==> config.mk <==
export PLATFORM = sky130hd
export DESIGN_NAME = shk_to_bram_flat
export DESIGN_NICKNAME = d
export VERILOG_FILES = /design/src/rtl/shk_to_bram_if.sv /design/src/rtl/shk_to_bram.sv /design/src/flat_wrapper.sv
export SDC_FILE = /design/constraint.sdc
export NUM_CORES = 1
export LEC_CHECK = 0
export BUFFER_PORTS_ARGS = -buffer_cell sky130_fd_sc_hd__buf_2
export CAP_MARGIN = 20
export CELL_PAD_IN_SITES_DETAIL_PLACEMENT = 1
export CELL_PAD_IN_SITES_GLOBAL_PLACEMENT = 2
export CORE_ASPECT_RATIO = 0.7
export CORE_MARGIN = 1
export CORE_UTILIZATION = 24
export DETAILED_ROUTE_END_ITERATION = 8
export PLACE_DENSITY_LB_ADDON = 0.2
export SETUP_SLACK_MARGIN = 0.02
export SYNTH_ARGS = -nofsm -noshare
export SYNTH_HDL_FRONTEND = slang
export SYNTH_SLANG_ARGS = --single-unit
==> constraint.sdc <==
create_clock -name i_sys_clk -period 5.4 [get_ports i_sys_clk]
set_input_delay 1.35 -clock i_sys_clk [delete_from_list [all_inputs] [get_ports i_sys_clk]]
set_output_delay 1.35 -clock i_sys_clk [all_outputs]
set_load 0.01 [all_outputs]
==> src/rtl/shk_to_bram_if.sv <==
// Shake-bus bundle between a burst master and the shk_to_bram slave.
// The master raises valid with msync/maddr; the slave paces beats with ssync and ends with ready.
interface shk_to_bram_if #(
   parameter int WD_SHK_DATA = 64,
   parameter int WD_SHK_ADDR = 32
);
   logic                   valid;
   logic                   msync;
   logic [WD_SHK_DATA-1:0] mdata;
   logic [WD_SHK_ADDR-1:0] maddr;
   logic                   ready;
   logic                   ssync;
   logic [WD_SHK_DATA-1:0] sdata;
   logic [WD_SHK_ADDR-1:0] saddr;

   modport master (
      output valid, msync, mdata, maddr,
      input  ready, ssync, sdata, saddr
   );

   modport slave (
      input  valid, msync, mdata, maddr,
      output ready, ssync, sdata, saddr
   );
endinterface

==> src/rtl/shk_to_bram.sv <==
// Shake-bus slave: accepts one write burst, paces beats with ssync and stores them in a BRAM write port.
// Optional macro SHK_TO_BRAM_ECHO_EN: sdata echoes the last word written to BRAM (otherwise sdata is 0).
module shk_to_bram #(
   parameter int WD_SHK_DATA   = 64,
   parameter int WD_SHK_ADDR   = 32,
   parameter int WD_BRAM_ADDR  = 8,
   parameter int NB_BURST      = 256,
   parameter int NB_MDATA_DELY = 1,
   parameter int WD_ERR_INFO   = 4
) (
   input  logic                    i_sys_clk,
   input  logic                    i_sys_reset,
   shk_to_bram_if.slave            s_shk_src,
   output logic                    m_bram_dst_clk,
   output logic [WD_BRAM_ADDR-1:0] m_bram_dst_addr,
   output logic [WD_SHK_DATA-1:0]  m_bram_dst_din,
   input  logic [WD_SHK_DATA-1:0]  m_bram_dst_dout,
   output logic                    m_bram_dst_en,
   output logic                    m_bram_dst_we,
   output logic                    m_bram_dst_rst,
   output logic                    m_info_rd_last,
   output logic [WD_ERR_INFO-1:0]  m_err_bram_info1
);

   localparam int                      WD_BEAT     = WD_BRAM_ADDR + 1;
   localparam logic [WD_BEAT-1:0]      BEAT_LAST   = WD_BEAT'(NB_BURST - 1);
   localparam logic [3:0]              DLY_LAST    = 4'(NB_MDATA_DELY - 1);
   localparam logic [WD_SHK_ADDR-1:0]  BEAT_BYTES  = WD_SHK_ADDR'(WD_SHK_DATA / 8);
   localparam logic [WD_SHK_ADDR-1:0]  ALIGN_MASK  = WD_SHK_ADDR'(WD_SHK_DATA / 8 - 1);

   typedef enum logic [2:0] {
      ST_IDLE,
      ST_REQ,
      ST_WAIT,
      ST_WR,
      ST_DONE
   } state_t;

   state_t                  state_q,     state_d;
   logic [WD_SHK_ADDR-1:0]  base_q,      base_d;
   logic [WD_BEAT-1:0]      beat_cnt_q,  beat_cnt_d;
   logic [3:0]              delay_cnt_q, delay_cnt_d;
   logic                    ssync_q,     ssync_d;
   logic                    ready_q,     ready_d;
   logic                    we_q,        we_d;
   logic [WD_BRAM_ADDR-1:0] addr_q,      addr_d;
   logic [WD_SHK_DATA-1:0]  din_q,       din_d;
   logic [WD_SHK_ADDR-1:0]  saddr_q,     saddr_d;
   logic [WD_SHK_DATA-1:0]  sdata_q,     sdata_d;
   logic [WD_ERR_INFO-1:0]  err_q,       err_d;

   // The read-data port exists only for pin compatibility with the BRAM.
   logic unused_dout;
   assign unused_dout = ^m_bram_dst_dout;

   always_comb begin
      // NOTE: every variable gets a default first so no path leaves it unassigned and infers a latch.
      state_d     = state_q;
      base_d      = base_q;
      beat_cnt_d  = beat_cnt_q;
      delay_cnt_d = delay_cnt_q;
      ssync_d     = 1'b0;
      ready_d     = 1'b0;
      we_d        = 1'b0;
      addr_d      = addr_q;
      din_d       = din_q;
      err_d       = err_q;

      unique case (state_q)
         ST_IDLE: begin
            if (s_shk_src.valid) begin
               if (s_shk_src.msync) begin
                  base_d  = s_shk_src.maddr;
                  state_d = ST_REQ;
                  if ((s_shk_src.maddr & ALIGN_MASK) != '0) err_d[2] = 1'b1;
               end else begin
                  err_d[0] = 1'b1;
                  state_d  = ST_DONE;
               end
            end
         end
         ST_REQ: begin
            ssync_d = 1'b1;
            state_d = ST_WAIT;
         end
         ST_WAIT: begin
            if (delay_cnt_q == DLY_LAST) begin
               delay_cnt_d = '0;
               state_d     = ST_WR;
            end else begin
               delay_cnt_d = delay_cnt_q + 4'd1;
            end
         end
         ST_WR: begin
            we_d   = 1'b1;
            addr_d = beat_cnt_q[WD_BRAM_ADDR-1:0];
            din_d  = s_shk_src.mdata;
            if (beat_cnt_q == BEAT_LAST) begin
               beat_cnt_d = '0;
               state_d    = ST_DONE;
            end else begin
               beat_cnt_d = beat_cnt_q + WD_BEAT'(1);
               state_d    = ST_REQ;
            end
         end
         ST_DONE: begin
            ready_d = 1'b1;
            state_d = ST_IDLE;
         end
         default: state_d = ST_IDLE;
      endcase

      // Requests only land in IDLE; anything else is flagged and dropped.
      if (s_shk_src.valid && state_q != ST_IDLE) err_d[1] = 1'b1;

      // Tracks the next state so saddr is already stable when ssync fires and reads 0 in IDLE.
      saddr_d = (state_d == ST_IDLE) ? '0
              : base_d + WD_SHK_ADDR'(beat_cnt_d) * BEAT_BYTES;

`ifdef SHK_TO_BRAM_ECHO_EN
      sdata_d = (state_q == ST_WR) ? s_shk_src.mdata : sdata_q;
`else
      sdata_d = '0;
`endif
   end

   // NOTE: sequential state uses non-blocking assignments so every flop samples pre-edge values.
   always_ff @(posedge i_sys_clk or posedge i_sys_reset) begin
      if (i_sys_reset) begin
         state_q     <= ST_IDLE;
         base_q      <= '0;
         beat_cnt_q  <= '0;
         delay_cnt_q <= '0;
         ssync_q     <= 1'b0;
         ready_q     <= 1'b0;
         we_q        <= 1'b0;
         addr_q      <= '0;
         din_q       <= '0;
         saddr_q     <= '0;
         sdata_q     <= '0;
         err_q       <= '0;
      end else begin
         state_q     <= state_d;
         base_q      <= base_d;
         beat_cnt_q  <= beat_cnt_d;
         delay_cnt_q <= delay_cnt_d;
         ssync_q     <= ssync_d;
         ready_q     <= ready_d;
         we_q        <= we_d;
         addr_q      <= addr_d;
         din_q       <= din_d;
         saddr_q     <= saddr_d;
         sdata_q     <= sdata_d;
         err_q       <= err_d;
      end
   end

   assign s_shk_src.ready  = ready_q;
   assign s_shk_src.ssync  = ssync_q;
   assign s_shk_src.saddr  = saddr_q;
   assign s_shk_src.sdata  = sdata_q;

   assign m_bram_dst_clk   = i_sys_clk;
   assign m_bram_dst_addr  = addr_q;
   assign m_bram_dst_din   = din_q;
   assign m_bram_dst_we    = we_q;
   assign m_bram_dst_en    = we_q;
   assign m_bram_dst_rst   = 1'b0;
   assign m_info_rd_last   = ready_q;
   assign m_err_bram_info1 = err_q;

endmodule

==> src/flat_wrapper.sv <==
// flat-port wrapper written by rule: the top's interface ports become plain ports
module shk_to_bram_flat 
#(
   parameter int WD_SHK_DATA   = 64,
   parameter int WD_SHK_ADDR   = 32,
   parameter int WD_BRAM_ADDR  = 8,
   parameter int NB_BURST      = 256,
   parameter int NB_MDATA_DELY = 1,
   parameter int WD_ERR_INFO   = 4
)
  (i_sys_clk, i_sys_reset, m_bram_dst_clk, m_bram_dst_addr, m_bram_dst_din, m_bram_dst_dout, m_bram_dst_en, m_bram_dst_we, m_bram_dst_rst, m_info_rd_last, m_err_bram_info1, s_shk_src_valid, s_shk_src_msync, s_shk_src_mdata, s_shk_src_maddr, s_shk_src_ready, s_shk_src_ssync, s_shk_src_sdata, s_shk_src_saddr);
  shk_to_bram_if #(.WD_SHK_DATA(WD_SHK_DATA), .WD_SHK_ADDR(WD_SHK_ADDR)) s_shk_src_i ();
  input  logic i_sys_clk;
  input  logic i_sys_reset;
  output logic m_bram_dst_clk;
  output logic [WD_BRAM_ADDR-1:0] m_bram_dst_addr;
  output logic [WD_SHK_DATA-1:0] m_bram_dst_din;
  input  logic [WD_SHK_DATA-1:0] m_bram_dst_dout;
  output logic m_bram_dst_en;
  output logic m_bram_dst_we;
  output logic m_bram_dst_rst;
  output logic m_info_rd_last;
  output logic [WD_ERR_INFO-1:0] m_err_bram_info1;
  input wire logic [$bits(s_shk_src_i.valid)-1:0] s_shk_src_valid;
  input wire logic [$bits(s_shk_src_i.msync)-1:0] s_shk_src_msync;
  input wire logic [$bits(s_shk_src_i.mdata)-1:0] s_shk_src_mdata;
  input wire logic [$bits(s_shk_src_i.maddr)-1:0] s_shk_src_maddr;
  output wire logic [$bits(s_shk_src_i.ready)-1:0] s_shk_src_ready;
  output wire logic [$bits(s_shk_src_i.ssync)-1:0] s_shk_src_ssync;
  output wire logic [$bits(s_shk_src_i.sdata)-1:0] s_shk_src_sdata;
  output wire logic [$bits(s_shk_src_i.saddr)-1:0] s_shk_src_saddr;
  assign s_shk_src_i.valid = s_shk_src_valid;
  assign s_shk_src_i.msync = s_shk_src_msync;
  assign s_shk_src_i.mdata = s_shk_src_mdata;
  assign s_shk_src_i.maddr = s_shk_src_maddr;
  assign s_shk_src_ready = s_shk_src_i.ready;
  assign s_shk_src_ssync = s_shk_src_i.ssync;
  assign s_shk_src_sdata = s_shk_src_i.sdata;
  assign s_shk_src_saddr = s_shk_src_i.saddr;
  shk_to_bram #(.WD_SHK_DATA(WD_SHK_DATA), .WD_SHK_ADDR(WD_SHK_ADDR), .WD_BRAM_ADDR(WD_BRAM_ADDR), .NB_BURST(NB_BURST), .NB_MDATA_DELY(NB_MDATA_DELY), .WD_ERR_INFO(WD_ERR_INFO)) u_core (.i_sys_clk(i_sys_clk), .i_sys_reset(i_sys_reset), .s_shk_src(s_shk_src_i), .m_bram_dst_clk(m_bram_dst_clk), .m_bram_dst_addr(m_bram_dst_addr), .m_bram_dst_din(m_bram_dst_din), .m_bram_dst_dout(m_bram_dst_dout), .m_bram_dst_en(m_bram_dst_en), .m_bram_dst_we(m_bram_dst_we), .m_bram_dst_rst(m_bram_dst_rst), .m_info_rd_last(m_info_rd_last), .m_err_bram_info1(m_err_bram_info1));
endmodule
After elaboration in Yosys (flattened, before gate mapping)
Index checks and enable logic that the tools add are counted.
{"block": "op_classes", "muxes": 15, "n_bitwise": 1, "n_reduce_logical": 8, "addsub": 3, "eq_ne": 5}
{"op": "$mux W32", "count": 4}
{"op": "$add A32 B12 Y32", "count": 1}
{"op": "$reduce_bool A32 Y1", "count": 1}
{"op": "$mux W9", "count": 2}
{"op": "$mux W3", "count": 4}
{"op": "$pmux W3 S4", "count": 1}
{"op": "$add A9 B1 Y9 const B", "count": 1}
{"op": "$eq A9 B8 Y1 const B", "count": 1}
{"op": "$eq A3 B2 Y1 const B", "count": 2}
{"op": "$logic_not A3 Y1", "count": 2}
{"op": "$add A4 B1 Y4 const B", "count": 1}
{"op": "$logic_not A4 Y1", "count": 1}
{"op": "$mux W4", "count": 1}
{"op": "$reduce_and A4 Y1", "count": 1}
{"op": "$eq A3 B1 Y1 const B", "count": 1}
{"op": "$eq A3 B3 Y1 const B", "count": 1}
{"op": "$mux W1", "count": 3}
{"op": "$reduce_and A3 Y1", "count": 1}
{"op": "$reduce_bool A3 Y1", "count": 1}
{"op": "$logic_and A1 B1 Y1", "count": 1}
{"op": "$not A1 Y1", "count": 1}
{"block": "word_totals", "regBits": 158, "out_inout_bits": 179, "word_cells": 45, "inputBits": 164}

Depth between registers and ports, before layout
Gate-level depths: netlist of the first run.
{"block": "logic_depth", "depth_word": 5, "mapped_depth": 17, "mapped_depth_nobuf": 13}

==> results by group, run 1 <==
Status
  • Status: completed

STA
  • Fin Setup TNS: 0 ps
  • Setup Skew: 10.5 ps
  • Tightest Pin Transition: 954 ps
  • Fin worst setup slack: 981 ps
  • RSZ-0062 raised after global routing: false
  • Max-slew headroom: 0.364
  • Final hold violation count: 0
  • # setup viols final: 0
  • Slew Limit Fails: 0

Routing
  • WL final: 24900 µm
  • WL/cell: 16.4 µm
  • Routed Antenna Nets: 0
  • Drt pass-1 iters: 4
  • DRC Markers: 0
  • Vias/cell: 4.35
  • DR vias: 6609
  • 1st-iter DRT viols: 412

Synthesis
  • Warning count from the yosys run: 0
  • Largest family of logic cells by synthesized area: simple AND/OR/NAND/NOR gates
  • Post-synthesis adder-cell area fraction: 0.0212
  • Multiplexer share of the synthesized area: 0.0347
  • Top FF cell, synth: dfrtp_1
  • Post-Synth XOR/XNOR Area: 0.0163
  • FF+latch count, synth: 158
  • FFs w/ async S/R, synth: 1.00
  • EDFF count, synth: 0
  • Synth Area in Simple Gates: 0.255
  • Post-Synthesis Cells: 872
  • Sequential-to-total area share from yosys stat: 0.501
  • Synth Area in Compound Gates: 0.0759
  • Mapped cell area: 7890 µm²
  • Netlist cell types: 70
  • Avg Cell Area, Syn: 9.05 µm²

Setup path
  • CP Max Fanout: 2
  • Critical Path RT: 4050 ps
  • R2r setup slk: 1600 ps
  • Crit path DAT: 3070 ps
  • Worst r2r src: u_core.beat_cnt_q[0]
  • Critical setup path kind: clk2out
  • Startpoint Class: clock port
  • Crit Reg-Reg Endpoint: u_core.s_shk_src.saddr[12]
  • Worst R2R Path Depth: 14
  • Crit end category: primary output

Die
  • Number of I/O pins: 343
  • Die width: 219 µm
  • Initial Utilization: 0.244
  • Die Span Y: 154 µm
  • # rows: 55
  • CORE AREA: 32300 µm²
  • DIE AREA: 33600 µm²

Layout
  • Finished Core Util: 0.306
  • Final non-filler cell area: 9890 µm²
  • Most frequent cells in the layout: nand2_1, buf_2, dfrtp_1, conb_1, nand3_1
  • Layout net count: 1257
  • Fillers: 3867
  • Multi-input logic area: 3440 µm²
  • Fraction of layout cells with a size suffix above 1: 0.268
  • Most common cell after layout, fill and taps aside: nand2_1
  • Sequential Area: 3950 µm²
  • Synthesis-to-finish area growth: 25.3%
  • Diode count: 0

Power
  • Gate power share: 0.400
  • Switch Pwr: 2.23 mW
  • Worst vdd ir: 0.254 mV
  • Overall Power: 5.60 mW
  • Sw frac: 0.398
  • Clock Power Share: 0.254
  • P_int: 3.37 mW
  • Seq pwr share: 0.346
  • Power per Cell Area: 567 nW/µm²
  • Lkg Pwr: 5.14 nW

Clocking
  • Clk_lat worst skew: 550 ps
  • CTS tree: done
  • Resize count post-CTS: 0
  • Hold buffers post-CTS: 0
  • Setup bufs post-CTS: 0
  • Clock transition at the registers of the reported paths: 60 ps

Worst hold path
  • Hold wc startpoint: u_core.m_err_bram_info1[1]
  • Worst Hold Class: reg2reg
  • Worst Hold Depth: 1
  • Hold endpoint: u_core.m_err_bram_info1[1]

GRT
  • Met1 GRT Util: 0.221
  • Total gr overflow: 0
  • Vias in the first global route: 6563
  • Pin count of the biggest net entering global routing: 112
  • M3 GR Usage: 0.0378
  • GRT Util Overall: 0.151
  • Global-route wire length before repair: 38500 µm
  • GRT busiest layer: met1
  • Initial antenna violation count: 1
  • Met2 Usage GRT: 0.216

Placed design
  • Placed inst area: 9190 µm²
  • IO buf count: 212
  • Dpl hpwl: 18200 µm
  • GP Congestion: 0.737
  • Post-place setup slack: 692 ps

Run
  • MaxCap Viol Count: 0
cell families (layout without fill, tap and decap cells):
logic type	Yosys count	count (layout)
muxes	26	26
AOI/OAI and AO/OA	81	81
and+or+nand+nor	457	457
DFF	158	158
other	1	66
adders and majority gates	13	13
buffers and inverters	123	278
xor gates and xnor gates	13	13
layer usage:
layer	vias to the layer above	wire length (µm)
li1	3160	-
met1	3279	12800
met5	-	0
met2	152	10800
met3	18	1100
met4	0	292
power by group through the flow:
| stage | registers, mW | clock network [mW] | logic, mW |
|---|---|---|---|
| detailed placement | 1.97 | 0.0112 | 2.30 |
| global route | 2.01 | 1.52 | 2.55 |
| finish | 1.94 | 1.42 | 2.24 |
| global placement | 1.95 | 0.0112 | 2.27 |
| floorplan | 2.08 | 0.0153 | 1.28 |
| CTS | 1.95 | 1.48 | 2.31 |
critical path: stages:
cell       delay (ps)
clkbuf_16         120
clkbuf_16         120
buf_2             130
stage by stage:
stage	instances	hold WS (ps)
after floorplan	937	439
after global placement	1486	440
after detailed placement	1486	446
after CTS	1519	464
after global routing	1519	484
final	1519	456
synthesized netlist by cell type (2+ instances only):
cell,count,area (µm²)
a21boi_0,3,22.5
a21o_1,6,45.0
a21oi_1,12,60.1
a31oi_1,4,25.0
a41o_1,2,20.0
and2_1,4,25.0
and3_1,5,31.3
and4_1,6,52.6
buf_1,5,18.8
buf_2,4,20.0
buf_4,71,533
buf_6,2,22.5
clkbuf_1,25,93.8
dfrtp_1,158,3950
ha_1,11,138
inv_1,14,52.6
inv_2,2,7.51
mux2_2,7,78.8
mux2i_1,18,180
nand2_1,331,1240
nand2b_1,16,100
nand3_1,22,110
nand4_1,17,106
nor2_1,19,71.3
nor2b_1,4,25.0
nor3_1,9,45.0
nor3b_1,5,37.5
nor4b_1,2,17.5
o2111ai_1,3,26.3
o211ai_1,6,45.0
o21a_1,3,22.5
o21ai_0,14,70.1
o21ai_1,2,10.0
o21bai_1,4,30.0
o31ai_1,2,15.0
o31ai_2,2,25.0
o32ai_1,2,17.5
o32ai_2,2,32.5
or2_2,6,37.5
or3_1,2,12.5
or4_1,2,15.0
xnor2_1,7,61.3
xor2_1,4,35.0
final cells by class:
class,instances,area share
inverter,16,0.00645
clock inverter,10,0.0166
timing repair buffer,228,0.121
tap,427,0.0540
sequential,158,0.400
multi-input combinational,656,0.348
clock buffer,24,0.0543
registers in the layout (all words and copies together) (netlist names):
signal                   count
u_core.s_shk_src.saddr      32
u_core.m_bram_dst_din       64
u_core.beat_cnt_q            9
u_core.state_q               3
u_core.s_shk_src.ssync       1
u_core.m_bram_dst_addr       8
u_core.base_q               32
u_core.m_bram_dst_en         1
u_core.delay_cnt_q           4
u_core.m_err_bram_info1      3
u_core.m_info_rd_last        1
worst max path at each step:
stage / slack (ps) / depth (start not counted) / end / from
2_1_floorplan: 1070 / 16 / u_core.s_shk_src.saddr[25] / s_shk_src_valid
3_3_place_gp: 700 / 16 / u_core.s_shk_src.saddr[12] / s_shk_src_valid
3_5_place_dp: 690 / 16 / u_core.s_shk_src.saddr[12] / s_shk_src_valid
4_1_cts: 980 / 3 / m_bram_dst_clk / i_sys_clk
5_1_grt: 970 / 3 / m_bram_dst_clk / i_sys_clk
6_report: 980 / 3 / m_bram_dst_clk / i_sys_clk
No activity file was read; power rests on OpenSTA's default activity.
==> inputs of run 2 (changes only) <==
--- a/config.mk
+++ b/config.mk
@@ -5,13 +5,14 @@
 export SDC_FILE = /design/constraint.sdc
 export NUM_CORES = 1
 export LEC_CHECK = 0
+export ABC_AREA = 1
 export BUFFER_PORTS_ARGS = -buffer_cell sky130_fd_sc_hd__buf_2
 export CAP_MARGIN = 20
 export CELL_PAD_IN_SITES_DETAIL_PLACEMENT = 1
 export CELL_PAD_IN_SITES_GLOBAL_PLACEMENT = 2
 export CORE_ASPECT_RATIO = 0.7
 export CORE_MARGIN = 1
-export CORE_UTILIZATION = 24
+export CORE_UTILIZATION = 23
 export DETAILED_ROUTE_END_ITERATION = 8
 export PLACE_DENSITY_LB_ADDON = 0.2
 export SETUP_SLACK_MARGIN = 0.02
==> constraint.sdc (replaced) <==
create_clock -name i_sys_clk -period 3.8 [get_ports i_sys_clk]
set_input_delay 0.95 -clock i_sys_clk [delete_from_list [all_inputs] [get_ports i_sys_clk]]
set_output_delay 0.95 -clock i_sys_clk [all_outputs]
set_load 0.01 [all_outputs]
==> results by group, run 2 <==
Synthesis
  • Warning count from the yosys run: 0
  • Synth Area in Compound Gates: 0.0485
  • Avg Cell Area, Syn: 8.21 µm²
  • Mapped cell area: 7740 µm²
  • EDFF count, synth: 0
  • Synth top area share: 0.511
  • Commonest cells in the netlist: nand2_1, dfrtp_1, buf_4, inv_1, nor2_1
  • Synth Area in Simple Gates: 0.288
  • Post-Synthesis Cells: 943
  • FF+latch count, synth: 158
  • Post-Synth XOR/XNOR Area: 0.00566
  • Post-synthesis adder-cell area fraction: 0.0204
  • Netlist cell types: 39
  • Largest family of logic cells by synthesized area: simple AND/OR/NAND/NOR gates
  • FFs w/ async S/R, synth: 1.00
  • Sequential-to-total area share from yosys stat: 0.511
  • Multiplexer share of the synthesized area: 0
  • Synth area leader: dfrtp_1
  • Most common cell in the netlist: nand2_1
  • Top FF cell, synth: dfrtp_1
  • Dominant cells by area after synthesis: dfrtp_1, nand2_1, buf_4

Routing
  • Drt pass-1 iters: 4
  • 1st-iter DRT viols: 261
  • WL/cell: 15.6 µm
  • Routed Antenna Nets: 0
  • DRC Markers: 0
  • DR vias: 6434
  • Vias/cell: 4.00
  • WL final: 25100 µm

Layout
  • Finished Core Util: 0.300
  • Synthesis-to-finish area growth: 26.6%
  • Most common cell after layout, fill and taps aside: nand2_1
  • Final non-filler cell area: 9800 µm²
  • Fraction of layout cells with a size suffix above 1: 0.277
  • Max reg flops: 64
  • Most frequent cells in the layout: nand2_1, buf_2, dfrtp_1, inv_1, conb_1
  • Layout net count: 1341
  • Non-Filler Instances: 1607

Run
  • MaxCap Viol Count: 0

GRT
  • Total gr overflow: 0
  • Global-route wire length before repair: 39000 µm
  • Pin count of the biggest net entering global routing: 106
  • GRT Util Overall: 0.152
  • Vias in the first global route: 6470
  • Initial antenna violation count: 1

STA
  • Final hold violation count: 0
  • Tmin final: 3360 ps
  • # setup viols final: 0
  • RSZ-0062 raised after global routing: false
  • Tightest Pin Transition: 745 ps
  • Hold_ws: 390 ps
  • Setup Skew: 13.0 ps
  • Slew Limit Fails: 0
  • Max-slew headroom: 0.504
  • Final Cycle Share: 0.885
  • Fin Setup TNS: 0 ps
  • Fmax achieved: 297 MHz
  • Fin worst setup slack: 436 ps

Die
  • DIE AREA: 34400 µm²
  • Number of I/O pins: 343
  • Die width: 221 µm
  • CORE AREA: 32700 µm²
  • Initial Utilization: 0.237
  • # rows: 55
  • Die Span Y: 155 µm

Placed design
  • Placed inst area: 9110 µm²
  • Dpl hpwl: 18900 µm
  • GP Congestion: 0.749
  • Post-place setup slack: 35.4 ps
  • IO buf count: 212
  • DP Cell Count: 1570

Clocking
  • Clk_lat worst skew: 550 ps
  • Clock transition at the registers of the reported paths: 70 ps
  • Setup bufs post-CTS: 0
  • Hold buffers post-CTS: 0
  • Resize count post-CTS: 0
  • CTS tree: done

Power
  • Lkg Pwr: 5.40 nW
  • Power per Cell Area: 830 nW/µm²
  • Worst vdd ir: 0.315 mV
  • Overall Power: 8.14 mW

Setup path
  • Critical Path RT: 4250 ps
  • Startpoint Class: register
  • Crit path DAT: 3810 ps
  • Critical setup path kind: reg2reg
  • Crit end category: register
  • CP Max Fanout: 12

Worst hold path
  • Worst Hold Class: in2async

Status
  • Status: completed
[run 2: changes by cell type in the layout (fill, tap and decap cells not counted), moves of 13 or more]
cell	delta
nand2b_1	-16
nand3_1	+18
nand2_2	+14
o21ai_0	+13
mux2i_1	-18
inv_1	+58
nand2_1	+33
nor2_1	+37
[run 2: metal layers]
layer,global-route usage,up-vias,wire length [µm]
met2,0.215,134,10400
li1,-,3238,-
met1,0.222,3043,13400
met5,0,-,0
met4,0.0446,0,265
met3,0.0421,19,1110
[run 2: kinds of logic after synthesis]
group | Yosys count
buffers and inverters | 179
xor gates and xnor gates | 5
adders and majority gates | 12
AOI/OAI and AO/OA | 67
DFF | 158
and+or+nand+nor | 521
other | 1
[run 2: where the power goes]
part | leakage (nW) | switching [mW] | internal (mW)
combinational | 3.10 | 2.26 | 1.15
sequential | 1.95 | 0.323 | 2.41
clock | 0.343 | 0.760 | 1.23
total | 5.40 | 3.35 | 4.79
[run 2: path summary, 6_finish.rpt]
path	start	end	slack [ps]	depth (start not counted)
setup / recovery	u_core.beat_cnt_q[0]	u_core.s_shk_src.saddr[13]	440	19
hold / removal	i_sys_reset	u_core.m_bram_dst_din[11]	390	2
setup reg to reg	u_core.beat_cnt_q[0]	u_core.s_shk_src.saddr[13]	440	19
hold reg to reg	u_core.m_err_bram_info1[1]	u_core.m_err_bram_info1[1]	450	1
max in group asynchronous	i_sys_reset	u_core.m_bram_dst_din[44]	2440	3
min in group i_sys_clk	u_core.m_err_bram_info1[1]	u_core.m_err_bram_info1[1]	450	1
[run 2: cell type report]
class,count,area [µm²]
well taps,427,534
fillers,3969,22900
flip-flops and latches,158,3950
repair buffers,230,1240
clock buffers,27,558
diodes,2,5.00
multi-input cells,671,3070
clock inverters,9,131
inverters,83,315
[run 2: worst max-delay path, cell delays in order (launching register included)]
cell and delay [ps]:
dfrtp_1 390, ha_1 260, nand2_1 80, nor2_1 80, nand2_1 80, nand2_1 130
a21oi_1 290, ha_1 220, inv_1 60, fa_1 370, nor2_1 160, o21a_1 120
nor2_1 60, nor2_1 150, nand3_1 100, nand2_2 110, nand2_1 70, nand2_2 190
o21ai_0 110, a21oi_1 220
